$ cat src/rtl/uart_conf_arb_if.sv
// Bundles the two requester channels, the downstream config port and the status outputs.
// The master modport is the arbiter's view; the slave modport is the view of whatever drives and observes it.
interface uart_conf_arb_if #(
   parameter int CONFIG_WIDTH = 32
);
   logic                    a_req;
   logic [CONFIG_WIDTH-1:0] a_data;
   logic                    a_ack;
   logic                    a_err;
   logic                    b_req;
   logic [CONFIG_WIDTH-1:0] b_data;
   logic                    b_ack;
   logic                    b_err;
   logic                    m_conf_req;
   logic                    m_conf_ack;
   logic [CONFIG_WIDTH-1:0] m_conf_data;
   logic                    busy;
   logic                    grant_b;
   logic [CONFIG_WIDTH-1:0] shadow;

   modport master (
      input  a_req, a_data, b_req, b_data, m_conf_ack,
      output a_ack, a_err, b_ack, b_err, m_conf_req, m_conf_data, busy, grant_b, shadow
   );

   modport slave (
      output a_req, a_data, b_req, b_data, m_conf_ack,
      input  a_ack, a_err, b_ack, b_err, m_conf_req, m_conf_data, busy, grant_b, shadow
   );
endinterface

$ cat src/rtl/uart_conf_arb.sv
// Round-robin arbiter giving two requesters write access to one downstream config register,
// with a per-transfer ISSUE timeout and a shadow copy of the last successfully written word.
module uart_conf_arb #(
   parameter int CONFIG_WIDTH = 32,
   parameter int TIMEOUT      = 16
) (
   input logic              clock,
   input logic              reset,
   uart_conf_arb_if.master  bus
);
   localparam logic [1:0] ST_IDLE    = 2'd0;
   localparam logic [1:0] ST_ISSUE   = 2'd1;
   localparam logic [1:0] ST_RELEASE = 2'd2;
   localparam logic [7:0] TIMER_LAST = 8'(TIMEOUT - 1);

   logic [1:0]              state;
   logic [7:0]              timer;
   logic                    a_ack_q, a_err_q, b_ack_q, b_err_q;
   logic                    m_conf_req_q, busy_q, grant_b_q;
   logic [CONFIG_WIDTH-1:0] m_conf_data_q, shadow_q;
   logic                    pick_b;
   logic                    timed_out;

   // Contention goes to whoever did not own the previous transfer.
   assign pick_b    = bus.b_req & (~bus.a_req | ~grant_b_q);
   assign timed_out = (timer == TIMER_LAST) & ~bus.m_conf_ack;

   always_ff @(posedge clock) begin
      if (reset) begin
         state         <= ST_IDLE;
         timer         <= '0;
         a_ack_q       <= 1'b0;
         a_err_q       <= 1'b0;
         b_ack_q       <= 1'b0;
         b_err_q       <= 1'b0;
         m_conf_req_q  <= 1'b0;
         busy_q        <= 1'b0;
         grant_b_q     <= 1'b1;
         m_conf_data_q <= '0;
         shadow_q      <= CONFIG_WIDTH'('h60);
      end else begin
         a_ack_q <= 1'b0;
         a_err_q <= 1'b0;
         b_ack_q <= 1'b0;
         b_err_q <= 1'b0;
         case (state)
            ST_IDLE: begin
               if (bus.a_req || bus.b_req) begin
                  state         <= ST_ISSUE;
                  m_conf_req_q  <= 1'b1;
                  busy_q        <= 1'b1;
                  grant_b_q     <= pick_b;
                  m_conf_data_q <= pick_b ? bus.b_data : bus.a_data;
                  timer         <= '0;
               end
            end
            ST_ISSUE: begin
               timer <= timer + 8'd1;
               // An ack landing in the final timer cycle still counts as success.
               if (bus.m_conf_ack || timed_out) begin
                  state        <= ST_RELEASE;
                  m_conf_req_q <= 1'b0;
                  a_ack_q      <= ~grant_b_q;
                  b_ack_q      <= grant_b_q;
                  a_err_q      <= ~grant_b_q & timed_out;
                  b_err_q      <= grant_b_q & timed_out;
                  if (bus.m_conf_ack) begin
                     shadow_q <= m_conf_data_q;
                  end
               end
            end
            ST_RELEASE: begin
               state  <= ST_IDLE;
               busy_q <= 1'b0;
            end
            default: begin
               state        <= ST_IDLE;
               m_conf_req_q <= 1'b0;
               busy_q       <= 1'b0;
            end
         endcase
      end
   end

   assign bus.a_ack       = a_ack_q;
   assign bus.a_err       = a_err_q;
   assign bus.b_ack       = b_ack_q;
   assign bus.b_err       = b_err_q;
   assign bus.m_conf_req  = m_conf_req_q;
   assign bus.m_conf_data = m_conf_data_q;
   assign bus.busy        = busy_q;
   assign bus.grant_b     = grant_b_q;
   assign bus.shadow      = shadow_q;
endmodule

$ cat src/flat_wrapper.sv
// flat-port wrapper written by rule: the top's interface ports become plain ports
module uart_conf_arb_flat 
#(
   parameter int CONFIG_WIDTH = 32,
   parameter int TIMEOUT      = 16
)
  (clock, reset, bus_a_req, bus_a_data, bus_b_req, bus_b_data, bus_m_conf_ack, bus_a_ack, bus_a_err, bus_b_ack, bus_b_err, bus_m_conf_req, bus_m_conf_data, bus_busy, bus_grant_b, bus_shadow);
  uart_conf_arb_if #(.CONFIG_WIDTH(CONFIG_WIDTH)) bus_i ();
  input logic clock;
  input logic reset;
  input wire logic [$bits(bus_i.a_req)-1:0] bus_a_req;
  input wire logic [$bits(bus_i.a_data)-1:0] bus_a_data;
  input wire logic [$bits(bus_i.b_req)-1:0] bus_b_req;
  input wire logic [$bits(bus_i.b_data)-1:0] bus_b_data;
  input wire logic [$bits(bus_i.m_conf_ack)-1:0] bus_m_conf_ack;
  output wire logic [$bits(bus_i.a_ack)-1:0] bus_a_ack;
  output wire logic [$bits(bus_i.a_err)-1:0] bus_a_err;
  output wire logic [$bits(bus_i.b_ack)-1:0] bus_b_ack;
  output wire logic [$bits(bus_i.b_err)-1:0] bus_b_err;
  output wire logic [$bits(bus_i.m_conf_req)-1:0] bus_m_conf_req;
  output wire logic [$bits(bus_i.m_conf_data)-1:0] bus_m_conf_data;
  output wire logic [$bits(bus_i.busy)-1:0] bus_busy;
  output wire logic [$bits(bus_i.grant_b)-1:0] bus_grant_b;
  output wire logic [$bits(bus_i.shadow)-1:0] bus_shadow;
  assign bus_i.a_req = bus_a_req;
  assign bus_i.a_data = bus_a_data;
  assign bus_i.b_req = bus_b_req;
  assign bus_i.b_data = bus_b_data;
  assign bus_i.m_conf_ack = bus_m_conf_ack;
  assign bus_a_ack = bus_i.a_ack;
  assign bus_a_err = bus_i.a_err;
  assign bus_b_ack = bus_i.b_ack;
  assign bus_b_err = bus_i.b_err;
  assign bus_m_conf_req = bus_i.m_conf_req;
  assign bus_m_conf_data = bus_i.m_conf_data;
  assign bus_busy = bus_i.busy;
  assign bus_grant_b = bus_i.grant_b;
  assign bus_shadow = bus_i.shadow;
  uart_conf_arb #(.CONFIG_WIDTH(CONFIG_WIDTH), .TIMEOUT(TIMEOUT)) u_core (.clock(clock), .reset(reset), .bus(bus_i));
endmodule
$ cat config.mk
export PLATFORM = sky130hd
export DESIGN_NAME = uart_conf_arb_flat
export DESIGN_NICKNAME = d
export VERILOG_FILES = /design/src/rtl/uart_conf_arb_if.sv /design/src/rtl/uart_conf_arb.sv /design/src/flat_wrapper.sv
export SDC_FILE = /design/constraint.sdc
export NUM_CORES = 1
export LEC_CHECK = 0
export CORE_MARGIN = 1.5
export CORE_UTILIZATION = 40
export CTS_CLUSTER_SIZE = 20
export DETAILED_ROUTE_END_ITERATION = 8
export PLACE_DENSITY = 0.77
export SYNTH_ARGS = -nofsm -noshare
export SYNTH_HDL_FRONTEND = slang
export SYNTH_SLANG_ARGS = --single-unit
$ cat constraint.sdc
create_clock -name clock -period 1.82 [get_ports clock]
set_input_delay 0.182 -clock clock [delete_from_list [all_inputs] [get_ports clock]]
set_output_delay 0.182 -clock clock [all_outputs]
set_load 0.01 [all_outputs]
# Yosys cells after proc, flatten, opt, wreduce, memory -nomap -nowiden

Cells that the tools add are included.

Mux-type cells: 10
Bitwise logic cells: 11
Equality and inequality tests: 5
$add $sub $neg: 1
Reductions and logical operators: 11

Operators by type and width:

| kind                                                   | number |
|---|---|
| 2-to-1 mux 32 bit                                      | 1 |
| case mux 8 bit (2 select lines)                        | 1 |
| adder 8 x 1 -> 8 bit (second input constant)           | 1 |
| equality test 8 x 4 -> 1 bit (second input constant)   | 1 |
| 2-to-1 mux 8 bit                                       | 1 |
| AND reduction 2 bit                                    | 4 |
| NOT 1 bit                                              | 6 |
| AND reduction 3 bit                                    | 2 |
| bitwise AND 1 bit                                      | 4 |
| 2-to-1 mux 2 bit                                       | 2 |
| inequality test 2 x 1 -> 1 bit (second input constant) | 2 |
| case mux 2 bit (2 select lines)                        | 1 |
| case mux 1 bit (3 select lines)                        | 1 |
| OR reduction 3 bit                                     | 1 |
| equality test 2 x 1 -> 1 bit (second input constant)   | 1 |
| equality test 2 bit (second input constant)            | 1 |
| zero test 2 bit                                        | 1 |
| logical OR 1 bit                                       | 2 |
| 2-to-1 mux 1 bit                                       | 2 |
| case mux 1 bit (2 select lines)                        | 1 |
| nonzero test 2 bit                                     | 1 |
| bitwise OR 1 bit                                       | 1 |

Logic and storage cells: 49
Bits of input ports: 69
Register bits: 81
Output and inout bits: 71

# Longest topological paths before layout

Gate-level depths: netlist of run 1.

Word-level depth: 5
Mapped depth: 7
Depth with buffers taken out: 5

# Worst setup path after synthesis of run 1

Ideal clock, no wire load.

Kind: register to register
Start: register u_core.timer[0]
End: register u_core.m_conf_req_q, in the netlist u_core.bus.m_conf_req
Period minus slack after synthesis: 1302 ps
Library setup time: 71 ps
Path slack: 518 ps
Cell stages (with the launch flop): 6
Arrival: 1231 ps
Required time: 1749 ps
Buffers on the path: 0
Cells stage by stage: dfxtp_1 ha_1 and3_1 a21oi_1 nand3b_1 a21oi_1

Word-level cells in the longest chain between the ends: 5

RTL lines:

| what                                     | RTL line            | text |
|---|---|---|
| start: declaration                       | uart_conf_arb.sv:17 | `logic [7:0] timer;` |
| start signal: assignment                 | uart_conf_arb.sv:58 | `timer <= timer + 8'd1;` |
| equality test 8 x 4 -> 1 bit             | uart_conf_arb.sv:26 | `assign timed_out = (timer == TIMER_LAST) & ~bus.m_conf_ack;` |
| bitwise AND 1 bit                        | uart_conf_arb.sv:26 |  |
| logical OR 1 bit                         | uart_conf_arb.sv:60 | `if (bus.m_conf_ack \|\| timed_out) begin` |
| inequality test 2 x 1 -> 1 bit (no line) | -                   |  |
| AND reduction 3 bit (no line)            | -                   |  |
| end signal: assignment                   | uart_conf_arb.sv:36 | `m_conf_req_q <= 1'b0;` |
| end signal: assignment                   | uart_conf_arb.sv:62 | `m_conf_req_q <= 1'b0;` |
| end signal: assignment                   | uart_conf_arb.sv:78 | `m_conf_req_q <= 1'b0;` |
| end: declaration                         | uart_conf_arb.sv:19 | `logic m_conf_req_q, busy_q, grant_b_q;` |

Every way passes these cells.
A chain may end at the register's enable or synchronous reset.

# Worst setup path in the final report of run 1

Start: register u_core.grant_b_q, in the netlist u_core.bus.grant_b
End: output bus_grant_b

RTL lines:

| what                     | RTL line            | text |
|---|---|---|
| start: declaration       | uart_conf_arb.sv:19 |  |
| start signal: assignment | uart_conf_arb.sv:52 | `grant_b_q <= pick_b;` |
| end: declaration         | flat_wrapper.sv:23  | `output wire logic [$bits(bus_i.grant_b)-1:0] bus_grant_b;` |

No word-level cell between the ends.

==> metrics.md, run 1 <==
| Metric | Value |
|---|---|
| Switch Pwr | `1.14 mW` |
| Power Density | `851 nW/um^2` |
| DRT Pass-1 Iters | `4` |
| Layout area overhead | `49.0%` |
| Hpwl dp | `6610 um` |
| Via count | `3,072` |
| CP Class | `reg2out` |
| # port buffers | `139` |
| Routability cong. | `0.795` |
| Sequential share of power | `0.458` |
| # diodes | `0` |
| Worst Hold Margin | `0.317 ns` |
| Endpoints failing setup | `0` |
| Final hold vios | `0` |
| RSZ-0062 raised after global routing | `false` |
| Post-synthesis sequential area ratio | `0.472` |
| Post-synthesis adder-cell area fraction | `0.00364` |
| Vias per Instance | `5.04` |
| Core area | `8260 um^2` |
| Slew Viols, Final | `0` |
| Initial antenna violation count | `0` |
| Ys async rst share | `0` |
| Clk root buf | `clkbuf_8` |
| Status | `completed` |
| Largest family of logic cells by synthesized area | `compound AO/OA/AOI/OAI gates` |
| Kind of cell adding the most delay to the critical path | `buffers and inverters` |
| Final net count | `570` |
| Top_reg_cell synth | `dfxtp_1` |
| DRT antenna net count | `0` |
| Maximum VDD drop | `0.402 mV` |
| Power share of the clock group | `0.322` |
| Post-Syn Area | `3440 um^2` |
| WP buf/inv | `1` |
| I/O pin cnt | `140` |
| Flops & latches, synth | `81` |
| Largest incremental delay on the critical path | `0.58 ns` |
| Vias in the first global route | `2,978` |
| Largest net degree at the start of global routing | `48` |
| Die span in x | `95.7 um` |
| CTS buffer count | `9` |
| Fin crit share | `0.860` |
| Share of layout cells above drive strength 1 | `0.123` |
| Top-area cell type share of the netlist area | `0.472` |
| Library cells used by synthesis | `34` |
| Fmax achieved | `639 MHz` |
| Setup TNS | `0 ns` |
| Fin crit period | `1.56 ns` |
| XOR/XNOR Fraction of Synth Area | `0` |
| P_int | `3.22 mW` |
| Clock latency on the worst-skew pair | `0.34 ns` |
| Critical path's slowest cell | `clkdlybuf4s50_1` |
| Synth Warn # | `0` |
| Starting Density | `0.416` |
| Worst endpoint required time | `1.64 ns` |
| Mux cell area share after synthesis | `0.106` |
| CP endpoint kind | `output pin` |
| Max cap viols | `0` |
| Combinational power share | `0.221` |
| Avg Synthesized Cell Area | `9.39 um^2` |
| Most frequent cells in the layout | `138 x clkdlybuf4s50_1, 81 x dfxtp_1, 69 x nand2_1, 42 x nor2_1, 39 x a21oi_1` |
| CTS tree | `done` |
| EDFF count, synth | `0` |
| Pin slew with the least headroom to its limit | `0.558 ns` |
| Synth area leader | `dfxtp_1` |
| Tightest Hold Check Type | `in2reg` |
| Crit path launch type | `flop` |
| CP Max Fanout | `6` |
| Post-CTS setup buffers | `0` |
| Die Y | `95.7 um` |
| CTS sink cnt | `81` |
| # rows | `33` |
| GRT overflow | `0` |
| Die ar. | `9160 um^2` |
| Switch share | `0.261` |
| Routed len/inst | `14.9 um` |
| DRC | `0` |
| H-tree levels | `3` |
| Critical Path, Cell by Cell | `clkdlybuf4s50_1` |
| 1st-iter DRT viols | `133` |
| Max clock buf depth | `2` |
| First-pass GRT wire length | `14,400 um` |
| Post-Synthesis Cells | `366` |
| Critical path arrival | `1.38 ns` |
| Mapped Nets | `436` |
| Clk_skew | `0.00705 ns` |
| Slew headroom | `0.628` |
| # hold bufs at CTS | `0` |
| Commonest non-fill, non-tap cell in the layout | `clkdlybuf4s50_1` |
| Compound-gate portion of the synthesized area | `0.193` |
| Worst-path clk slew | `0.08 ns` |
| Simple-gate share of the synthesized area | `0.168` |
| WL final | `9100 um` |
| Tot GR Track Use | `0.206` |
| P_leak | `1.86 nW` |
| PostCTS Resize Cnt | `0` |
| Synth top area cells | `dfxtp_1 47%, a211oi_2 11%, mux2i_1 9.3%, nand2_1 7.5%, a21oi_1 5.7%` |
-- cells in the mapped netlist, drive strengths merged (2+ instances only) --
cell    count
o21ai       4
and3        2
nor4        3
nand2      69
nand3       5
mux2        4
nor3        2
inv         2
a21oi      39
buf        19
dfxtp      81
nand2b      3
nand3b      3
a211oi     33
mux2i      32
clkbuf      9
nor2       43
-- cell families (layout without fill, tap and decap cells) --
logic type               count (synthesis)  count (layout)
multiplexers                            36              36
flip-flops                              81              81
adder cells (fa/ha/maj)                  1               1
AND/OR/NAND/NOR                        137             137
buffers and inverters                   30             168
AO/OA/AOI/OAI                           81              81
-- path summary, 6_finish.rpt --
| check | from | to | slack (ns) | cells past startpoint |
|---|---|---|---|---|
| worst min-delay path | reset | u_core.timer[0] | 0.32 | 2 |
| worst min register to register | u_core.bus.shadow[16] | u_core.bus.shadow[16] | 0.46 | 2 |
| worst max-delay path | u_core.bus.grant_b | bus_grant_b | 0.26 | 1 |
| worst max register to register | u_core.timer[0] | u_core.bus.m_conf_req | 0.27 | 5 |
-- power by group through the flow --
stage	clock network, mW	registers [mW]	logic (mW)
6_report	1.40	2.00	0.961
5_1_grt	1.53	2.01	1.04
4_1_cts	1.44	2.00	0.971
3_5_place_dp	0	2.04	0.969
3_3_place_gp	0	2.03	0.949
2_1_floorplan	0	2.07	0.450
-- area by class of cell --
cell class / count / area [um^2]
Fill cell: 698 / 3140
Sequential cell: 81 / 1620
Clock inverter: 3 / 65.1
Multi-Input combinational cell: 255 / 1620
Inverter: 2 / 7.51
Clock buffer: 12 / 145
Tap cell: 105 / 131
Timing Repair Buffer: 151 / 1530
-- flip-flops by register name, indices dropped and copies added (netlist names), 2 cells and up --
name / cells
u_core.state: 2
u_core.bus.shadow: 32
u_core.bus.m_conf_data: 32
u_core.timer: 8
-- per-layer routing --
layer,GRT usage,part of all wire,vias up
met5,0,0,-
met4,0.0748,0.014,0
met3,0.0616,0.087,12
met2,0.363,0.50,110
met1,0.235,0.40,1424
li1,-,-,1526
-- per-stage QoR --
| step | cell area [um^2] | std cells | power, mW | setup slack (ns) | utilization |
|---|---|---|---|---|---|
| after global routing | 5120 | 609 | 4.59 | 0.137 | 0.620 |
| after global placement | 4910 | 594 | 2.98 | 0.0979 | 0.595 |
| final | 5120 | 609 | 4.36 | 0.256 | 0.620 |
| after CTS | 5120 | 609 | 4.40 | 0.235 | 0.620 |
| after detailed placement | 4910 | 594 | 3.00 | 0.0428 | 0.595 |
| after floorplan | 3440 | 366 | 2.52 | 0.518 | - |
No activity file was read; power rests on OpenSTA's default activity.
==> run 2, diff against run 1 <==
--- a/config.mk
+++ b/config.mk
@@ -7,7 +7,6 @@
 export LEC_CHECK = 0
 export CORE_MARGIN = 1.5
 export CORE_UTILIZATION = 40
-export CTS_CLUSTER_SIZE = 20
 export DETAILED_ROUTE_END_ITERATION = 8
 export PLACE_DENSITY = 0.77
 export SYNTH_ARGS = -nofsm -noshare
==> results of run 2 <==
Same layout as run 1: the final DEF is identical, and so are final timing and power.
==> run 3, diff against run 2 <==
--- a/config.mk
+++ b/config.mk
@@ -5,10 +5,11 @@
 export SDC_FILE = /design/constraint.sdc
 export NUM_CORES = 1
 export LEC_CHECK = 0
+export CAP_MARGIN = 20
 export CORE_MARGIN = 1.5
-export CORE_UTILIZATION = 40
+export CORE_UTILIZATION = 43
 export DETAILED_ROUTE_END_ITERATION = 8
-export PLACE_DENSITY = 0.77
+export PLACE_DENSITY = 0.82
 export SYNTH_ARGS = -nofsm -noshare
 export SYNTH_HDL_FRONTEND = slang
 export SYNTH_SLANG_ARGS = --single-unit
==> run 3 against run 2 <==
Fmax decreased by 1.3%. Clock power down 8%. Combinational power up 1%. Global-route usage increased by 1.3 points. Largest power group unchanged. First-iteration DRC count decreased by 29%. Largest cell class unchanged. Clock skew up 0.0018 ns. Sequential share of layout area grew 0.14 points. Critical path depth unchanged.
==> metrics.md, run 3 (synthesized netlist as in run 1, its figures left out) <==
| Metric | Value |
|---|---|
| Status | `completed` |
| First-pass GRT wire length | `14,700 um (+2.5%)` |
| CTS buffer count | `9 (unchanged)` |
| RSZ-0062 raised after global routing | `false` |
| Vias in the first global route | `3,135 (+5.3%)` |
| Most frequent cells in the layout | `138 x clkdlybuf4s50_1, 81 x dfxtp_1, 69 x nand2_1, 42 x nor2_1, 39 x a21oi_1` |
| Switch Pwr | `1.20 mW (+5.9%)` |
| Post-CTS setup buffers | `0 (unchanged)` |
| Via count | `3,105 (+1.1%)` |
| Power share of the clock group | `0.304 (-0.018)` |
| Tightest Hold Check Type | `in2reg` |
| Reg2reg setup slack | `0.29 ns (+0.02 ns)` |
| Crit path launch type | `flop` |
| Endpoints failing setup | `0 (unchanged)` |
| R2R Path End | `u_core.bus.m_conf_req` |
| CP Max Fanout | `6 (unchanged)` |
| Routed len/inst | `15.2 um (+1.5%)` |
| Min-Delay Startpoint | `reset` |
| Worst Hold Margin | `0.270 ns (-0.0468 ns)` |
| Largest incremental delay on the critical path | `0.59 ns (about the same)` |
| DRT antenna net count | `0 (unchanged)` |
| P_leak | `1.84 nW (-0.73%)` |
| Maximum VDD drop | `0.467 mV (+16%)` |
| CP Class | `reg2out` |
| Commonest non-fill, non-tap cell in the layout | `clkdlybuf4s50_1` |
| Die span in x | `92.4 um (-3.4%)` |
| Switch share | `0.283 (+0.0217)` |
| CP endpoint kind | `output pin` |
| Slew headroom | `0.701 (+0.0728)` |
| R2R depth | `5 (unchanged)` |
| Critical path's slowest cell | `clkdlybuf4s50_1` |
| Max clock buf depth | `2 (unchanged)` |
| Pin slew with the least headroom to its limit | `0.444 ns (-0.114 ns)` |
| Routability cong. | `0.782 (-1.7%)` |
| Kind of cell adding the most delay to the critical path | `buffers and inverters` |
| Worst setup margin | `0.234 ns (-0.0211 ns)` |
| Die Y | `92.4 um (-3.4%)` |
| Fill count | `625 (-10%)` |
| Largest net degree at the start of global routing | `37 (-23%)` |
| Fmax achieved | `631 MHz (-1.3%)` |
| Max cap viols | `0 (unchanged)` |
| Clock latency on the worst-skew pair | `0.35 ns (about the same)` |
| WP buf/inv | `1 (unchanged)` |
| DRT Pass-1 Iters | `4 (unchanged)` |
| Fin crit period | `1.59 ns (+0.0211 ns)` |
| H-tree levels | `3 (unchanged)` |
| Core area | `7730 um^2 (-6.4%)` |
| Final hold vios | `0 (unchanged)` |
| # hold bufs at CTS | `0 (unchanged)` |
| Tot GR Track Use | `0.219 (+0.0130)` |
| P_int | `3.06 mW (-5.1%)` |
| # diodes | `0 (unchanged)` |
| Fin crit share | `0.871 (+0.0116)` |
| Worst endpoint required time | `1.64 ns (about the same)` |
| Power Density | `835 nW/um^2 (-1.8%)` |
| Initial antenna violation count | `0 (unchanged)` |
| RR Startpoint | `u_core.timer[0]` |
| Worst Hold End | `u_core.state[0]` |
| Critical path arrival | `1.40 ns (+0.02 ns)` |
| # port buffers | `139 (unchanged)` |
| Final net count | `568 (-0.35%)` |
| CTS sink cnt | `81 (unchanged)` |
| GRT overflow | `0 (unchanged)` |
| Hpwl dp | `6580 um (-0.38%)` |
| I/O pin cnt | `140 (unchanged)` |
| PostCTS Resize Cnt | `0 (unchanged)` |
| # rows | `32 (-3.0%)` |
| Layout area overhead | `48.3%` |
| Dpl ws | `0.0811 ns (+0.0382 ns)` |
| Starting Density | `0.445 (+0.0286)` |
| Hold Path Depth | `2 (unchanged)` |
| 1st-iter DRT viols | `95 (-29%)` |
| Share of layout cells above drive strength 1 | `0.125 (+0.00223)` |
| WL final | `9180 um (+0.88%)` |
| Die ar. | `8540 um^2 (-6.8%)` |
| DRC | `0 (unchanged)` |
| Combinational power share | `0.229 (+0.008)` |
| Sequential share of power | `0.467 (+0.009)` |
| Slew Viols, Final | `0 (unchanged)` |
| Worst-path clk slew | `0.08 ns (about the same)` |
| Clk root buf | `clkbuf_8` |
| CTS tree | `done` |
| Vias per Instance | `5.13 (+1.7%)` |
| Setup TNS | `0 ns (unchanged)` |
| Critical Path, Cell by Cell | `clkdlybuf4s50_1` |
| Clk_skew | `0.00880 ns (+0.00175 ns)` |
run 3: cell count changes in the layout (fill, tap and decap cells not counted):
| cell | change |
|---|---|
| buf_12 | +1 |
| buf_4 | -3 |
| bufinv_16 | -1 |
| clkbuf_1 | -2 |
| clkbuf_8 | -1 |
| clkinv_2 | +2 |
| clkinv_4 | +1 |
| clkinvlp_4 | +1 |
| inv_6 | +1 |
run 3: worst max-delay path by stage:
stage,from,to,slack [ns],cells after the start
after global placement,bus_b_req,u_core.bus.m_conf_data[21],0.13,5
after detailed placement,bus_b_req,u_core.bus.m_conf_data[1],0.08,5
after floorplan,u_core.timer[0],u_core.bus.m_conf_req,0.52,5
final,u_core.bus.grant_b,bus_grant_b,0.23,1
after global routing,u_core.timer[0],u_core.bus.m_conf_req,0.18,5
after CTS,u_core.bus.grant_b,bus_grant_b,0.22,1
run 3: cell type report:
class	instances	area, um^2	area share
clock buffer	9	124	0.0243
clock inverter	7	70.1	0.0137
inverter	2	7.51	0.00147
multi-input combinational	255	1620	0.318
sequential	81	1620	0.318
tap	102	128	0.0250
timing repair buffer	149	1530	0.299
run 3: worst reg2reg max path, cell delays in order, from the launching register on:
cell and delay, ns:
dfxtp_1 0.35, ha_1 0.23, and3_1 0.23, a21oi_1 0.37, nand3b_1 0.13, a21oi_1 0.15
run 3: power groups by stage:
stage               sequential, mW  clock, mW  combinational [mW]
floorplan                     2.07          0               0.450
global placement              2.03          0               0.955
detailed placement            2.03          0               0.980
CTS                           1.99       1.32               0.985
global route                  2.01       1.40                1.05
finish                        1.99       1.29               0.974
run 3: layer usage:
| metal | share of wire | up-vias | global-route usage |
|---|---|---|---|
| li1 | - | 1529 | - |
| met1 | 0.40 | 1440 | 0.251 |
| met2 | 0.49 | 123 | 0.382 |
| met3 | 0.085 | 13 | 0.0575 |
| met4 | 0.017 | 0 | 0.0949 |
| met5 | 0 | - | 0 |
run 3: through the flow:
step	area, um^2	utilization	total power [mW]	cells
detailed placement	4910	0.635	3.01	589
floorplan	3440	-	2.52	366
CTS	5100	0.660	4.29	605
global placement	4910	0.635	2.98	589
finish	5100	0.660	4.26	605
global route	5100	0.660	4.46	605
